### config.mk
export PLATFORM = sky130hd
export DESIGN_NAME = cpu_run_controller
export DESIGN_NICKNAME = d
export VERILOG_FILES = /design/src/rtl/cpu_run_controller.sv
export SDC_FILE = /design/constraint.sdc
export NUM_CORES = 1
export LEC_CHECK = 0
export ABC_CLOCK_PERIOD_IN_PS = 2440
export BUFFER_PORTS_ARGS = -buffer_cell sky130_fd_sc_hd__buf_4
export CAP_MARGIN = 20
export CORE_UTILIZATION = 30
export DETAILED_ROUTE_END_ITERATION = 8
export GPL_TIMING_DRIVEN = 0
export PLACE_DENSITY_LB_ADDON = 0.1
export SLEW_MARGIN = 20
export SYNTH_ARGS = -nofsm -noshare
export SYNTH_HDL_FRONTEND = slang
export SYNTH_SLANG_ARGS = --single-unit
### constraint.sdc
create_clock -name clock -period 2.44 [get_ports clock]
set_input_delay 0.488 -clock clock [delete_from_list [all_inputs] [get_ports clock]]
set_output_delay 0.488 -clock clock [all_outputs]
set_load 0.02 [all_outputs]
### src/rtl/cpu_run_controller.sv
// cpu_run_controller: host-side run sequencer for the processor.
// Loads data memory from a host stream, pulses cpu_start, waits for cpu_done
// (bounded by a RUN-cycle timeout), then streams the result window out.
module cpu_run_controller #(
    parameter int ADDR_W      = 8,
    parameter int DATA_W      = 8,
    parameter int LOAD_WORDS  = 64,
    parameter int DUMP_BASE   = 64,
    parameter int DUMP_WORDS  = 64,
    parameter int START_CYC   = 2,
    parameter int TIMEOUT_CYC = 4096
) (
    input  logic              clock,
    input  logic              reset,
    input  logic              go,
    input  logic              host_valid,
    input  logic [DATA_W-1:0] host_data,
    output logic              host_ready,
    output logic              cpu_start,
    input  logic              cpu_done,
    output logic              mem_own,
    output logic              mem_we,
    output logic [ADDR_W-1:0] mem_addr,
    output logic [DATA_W-1:0] mem_wdata,
    input  logic [DATA_W-1:0] mem_rdata,
    output logic              dump_valid,
    output logic [DATA_W-1:0] dump_data,
    input  logic              dump_ready,
    output logic              busy,
    output logic              finished,
    output logic              timeout_err,
    output logic [15:0]       cycle_count
);

    // idx carries one extra bit so a full 2^ADDR_W load ends without wrapping
    localparam int IDX_W  = ADDR_W + 1;
    localparam int SCNT_W = (START_CYC > 1) ? $clog2(START_CYC) : 1;

    localparam logic [IDX_W-1:0]  LAST_LOAD   = IDX_W'(LOAD_WORDS - 1);
    localparam logic [IDX_W-1:0]  LAST_DUMP   = IDX_W'(DUMP_WORDS - 1);
    localparam logic [SCNT_W-1:0] LAST_START  = SCNT_W'(START_CYC - 1);
    localparam logic [15:0]       LAST_RUN    = 16'(TIMEOUT_CYC - 1);
    localparam logic [ADDR_W-1:0] DUMP_BASE_A = ADDR_W'(DUMP_BASE);

    typedef enum logic [2:0] {
        S_IDLE, S_LOAD, S_START, S_RUN, S_DUMP, S_FIN, S_ERR
    } state_t;

    state_t            state_q, state_d;
    logic [IDX_W-1:0]  idx_q, idx_d;
    logic [SCNT_W-1:0] scnt_q, scnt_d;
    logic [15:0]       cnt_q, cnt_d;
    logic [15:0]       cnt_inc;

    // Next-state and counter updates
    always_comb begin
        state_d = state_q;
        idx_d   = idx_q;
        scnt_d  = scnt_q;
        cnt_d   = cnt_q;
        cnt_inc = (cnt_q == 16'hFFFF) ? cnt_q : cnt_q + 16'd1;
        case (state_q)
            S_IDLE, S_FIN, S_ERR: begin
                if (go) begin
                    state_d = S_LOAD;
                    idx_d   = '0;
                    cnt_d   = '0;
                end
            end
            S_LOAD: begin
                if (host_valid) begin
                    idx_d = idx_q + 1'b1;
                    if (idx_q == LAST_LOAD) begin
                        state_d = S_START;
                        scnt_d  = '0;
                    end
                end
            end
            S_START: begin
                // cpu_done is deliberately not looked at until RUN
                if (scnt_q == LAST_START) state_d = S_RUN;
                else                      scnt_d  = scnt_q + 1'b1;
            end
            S_RUN: begin
                // done takes priority over a coincident timeout; count freezes on done
                if (cpu_done) begin
                    state_d = S_DUMP;
                    idx_d   = '0;
                end else begin
                    cnt_d = cnt_inc;
                    if (cnt_q == LAST_RUN) state_d = S_ERR;
                end
            end
            S_DUMP: begin
                if (dump_ready) begin
                    idx_d = idx_q + 1'b1;
                    if (idx_q == LAST_DUMP) state_d = S_FIN;
                end
            end
            default: state_d = S_IDLE;
        endcase
    end

    // State and counter registers, cleared asynchronously
    always_ff @(posedge clock or posedge reset) begin
        if (reset) begin
            state_q <= S_IDLE;
            idx_q   <= '0;
            scnt_q  <= '0;
            cnt_q   <= '0;
        end else begin
            state_q <= state_d;
            idx_q   <= idx_d;
            scnt_q  <= scnt_d;
            cnt_q   <= cnt_d;
        end
    end

    // Outputs decode the registered state so reset clears them at once
    always_comb begin
        host_ready  = (state_q == S_LOAD);
        cpu_start   = (state_q == S_START);
        dump_valid  = (state_q == S_DUMP);
        mem_own     = host_ready | dump_valid;
        mem_we      = host_ready & host_valid;
        mem_addr    = '0;
        if (host_ready) mem_addr = idx_q[ADDR_W-1:0];
        if (dump_valid) mem_addr = DUMP_BASE_A + idx_q[ADDR_W-1:0];
        mem_wdata   = host_ready ? host_data : '0;
        dump_data   = dump_valid ? mem_rdata : '0;
        busy        = !(state_q inside {S_IDLE, S_FIN, S_ERR});
        finished    = (state_q == S_FIN);
        timeout_err = (state_q == S_ERR);
        cycle_count = cnt_q;
    end

endmodule

==> impl_results.md <==
* Seq cells post-synth at 29
* Row cnt at 29
* Total Routing Usage GR at 0.1680
* Initial DRC Count at 147
* Final Cycle Share at 0.9531
* Total Power at 2.545 mW
* Hold Crit Class: in2async
* Asr flop ratio synth at 1.000
* Max Clk Rate at 430.0 MHz
* Antenna fix cells at 0
* First-pass GRT wire length at 9494 um
* Initial antenna violation count at 0
* Maximum resistive drop on vdd at 0.4946 mV
* Initial core utilization at 0.3142
* Setup CP Type: reg2out
* Synth Cell Area at 2018 sq um
* Worst-path clk slew at 0.07 ns
* CP Max Fanout at 10
* GPL Wtd Cong at 0.8111
* Port bufs at 69
* Post-synthesis sequential area ratio at 0.3596
* Startpoint Class: register
* Mean Syn Cell Area at 8.171 sq um
* Htree depth at 2
* Most frequent cells in the layout: buf_4 (70), dfrtp_1 (28), o21ai_0 (27)
* Synth Flop Type: dfrtp_1
* Clk Latency, worst-skew pair at 0.29 ns
* Final Max Tran Viols at 0
* Root buffer cell: clkbuf_8
* CTS buffer count at 5
* Max-Cap Viols at 0
* Final-layout fill cell count at 676
* Final hold viol count at 0
* Cell taking the most area after synthesis: dfrtp_1
* Final nets at 350
* Largest net degree at the start of global routing at 30
* Most common cell after layout, fill and taps aside: buf_4
* Area grow syn2layout at 35.83%
* Synth top area share at 0.3596
* Die Wd at 84.02 um
* Pwr dens at 928.2 nW/um^2
* Die height at 84.02 um
* Top post-synthesis cells by area: dfrtp_1 (36%), o21ai_0 (6.7%), and2_1 (6.5%)
* Data required, critical path at 1.95 ns
* IO Pins at 70
* P_leak at 1.299 nW
* Unrepaired setup endpoints after global routing: false
* Max_slew headroom at 0.5529
* Clk sink count at 29
* Layout cells sized above 1 at 0.2892
* Syn Inst Count at 247
* Core Footprint at 6422 sq um
* Status: finished clean
* CP Capture Type: primary output
* Clock Skew at 0.006840 ns
* Hold buffers post-CTS at 0
* Vias in the first global route at 1907
* CTS tree: yes
* EDFF count, synth at 0
* Post-route ant nets at 0
* Synthesized Nets at 273
* GRT overflow at 0
* WP data arrival at 1.84 ns
* Die area at 7059 sq um
* Via count at 2110
* Synth warn at 0
* Netlist cell types at 47
* DPL Wire Length at 4201 um
* Vias per cell at 5.249
* WL final at 5780 um
* TNS Setup at 0 ns
* Drt first pass iters at 5
* Minimum clock period at 2.325 ns
* Slew @ Worst Pin at 0.6682 ns
* Final setup fails at 0
* CTS max path bufs at 2
* Per-cell routed wire length at 14.38 um
* DR DRC count at 0
[cell type report]
cell class,count,area (sq um),share of cell area
Inverter,14,52.55,0.01917
Tap cell,77,96.34,0.03514
Sequential cell,29,726.9,0.2652
Buffer,9,45.04,0.01643
Clock inverter,2,10.01,0.003651
Clock buffer,6,72.57,0.02647
Multi-Input combinational cell,195,1212,0.4423
Timing Repair Buffer,70,525.5,0.1917
[cells by family (layout without fill, tap and decap cells)]
group	after synthesis	count (layout)	synth area share
simple gates	118	118	0.3249
compound gates	66	66	0.2102
flops	29	29	0.3596
buf+inv	23	101	0.04463
mux	6	6	0.03162
fa+ha+maj	4	4	0.02480
xor+xnor	1	1	0.004341
[cell usage after synthesis, drive strengths merged, types with 4 or more instances]
cell,count
dfrtp,29
o21ai,27
nand3,22
and2,21
nand2,20
nor2,16
inv,14
a21oi,10
nand2b,7
and3,5
clkbuf,5
o31ai,5
or4,5
and4,4
buf,4
ha,4
nor3,4
nor4,4
[power breakdown]
| group | total (mW) | internal [mW] | switching (mW) |
|---|---|---|---|
| clock network | 0.395 | 0.197 | 0.197 |
| registers | 0.697 | 0.567 | 0.130 |
| logic | 1.45 | 0.580 | 0.873 |
| total | 2.54 | 1.34 | 1.20 |
[final timing paths]
check | cells after the start | slack, ns | start | to
min in group clock | 1 | 0.48 | idx_q[8]$_DFFE_PP0P_ | idx_q[8]$_DFFE_PP0P_
max in group asynchronous | 2 | 1.68 | reset | state_q[2]$_DFFE_PP0P_
hold / removal | 2 | 0.30 | reset | cycle_count[0]$_DFFE_PP0P_
setup / recovery | 7 | 0.11 | state_q[2]$_DFFE_PP0P_ | mem_addr[3]
hold reg to reg | 1 | 0.48 | idx_q[8]$_DFFE_PP0P_ | idx_q[8]$_DFFE_PP0P_
setup reg to reg | 6 | 0.12 | idx_q[0]$_DFFE_PP0P_ | state_q[2]$_DFFE_PP0P_
[critical path, cell delays in order (launching register included)]
cell,delay [ns]
dfrtp_2,0.46
xnor2_2,0.16
or2_1,0.20
buf_2,0.17
inv_1,0.09
clkbuf_4,0.20
and2_1,0.14
buf_4,0.13
[state kept, by name, summed over array words and instances (netlist names)]
name / flops
cycle_count: 16
idx_q: 9
scnt_q: 1
state_q: 3
[through the flow]
step                instance area [sq um]  hold WS [ns]  utilization  instances  worst slack (ns)
finish                               2741        0.2951       0.4268        402            0.1146
global route                         2741        0.3492       0.4268        402          0.007035
CTS                                  2716        0.3262       0.4230        401           0.02527
detailed placement                   2633        0.4778       0.4099        393            0.1073
global placement                     2633        0.4775       0.4099        393           0.08803
floorplan                            2018        0.4455            -        247            0.3430
[layer usage]
metal | up-vias | GRT usage | part of all wire
met4 | 0 | 0.06270 | 0.011
met5 | - | 0 | 0
li1 | 1064 | - | -
met3 | 5 | 0.03660 | 0.059
met1 | 978 | 0.2402 | 0.48
met2 | 63 | 0.2459 | 0.45
[repair_timing]
item                       CTS  global route
pin swaps                    0             1
setup endpoints to repair    9            21
setup buffers                0             1
gates resized for setup      1             7
(Power assumes the default switching activity.)
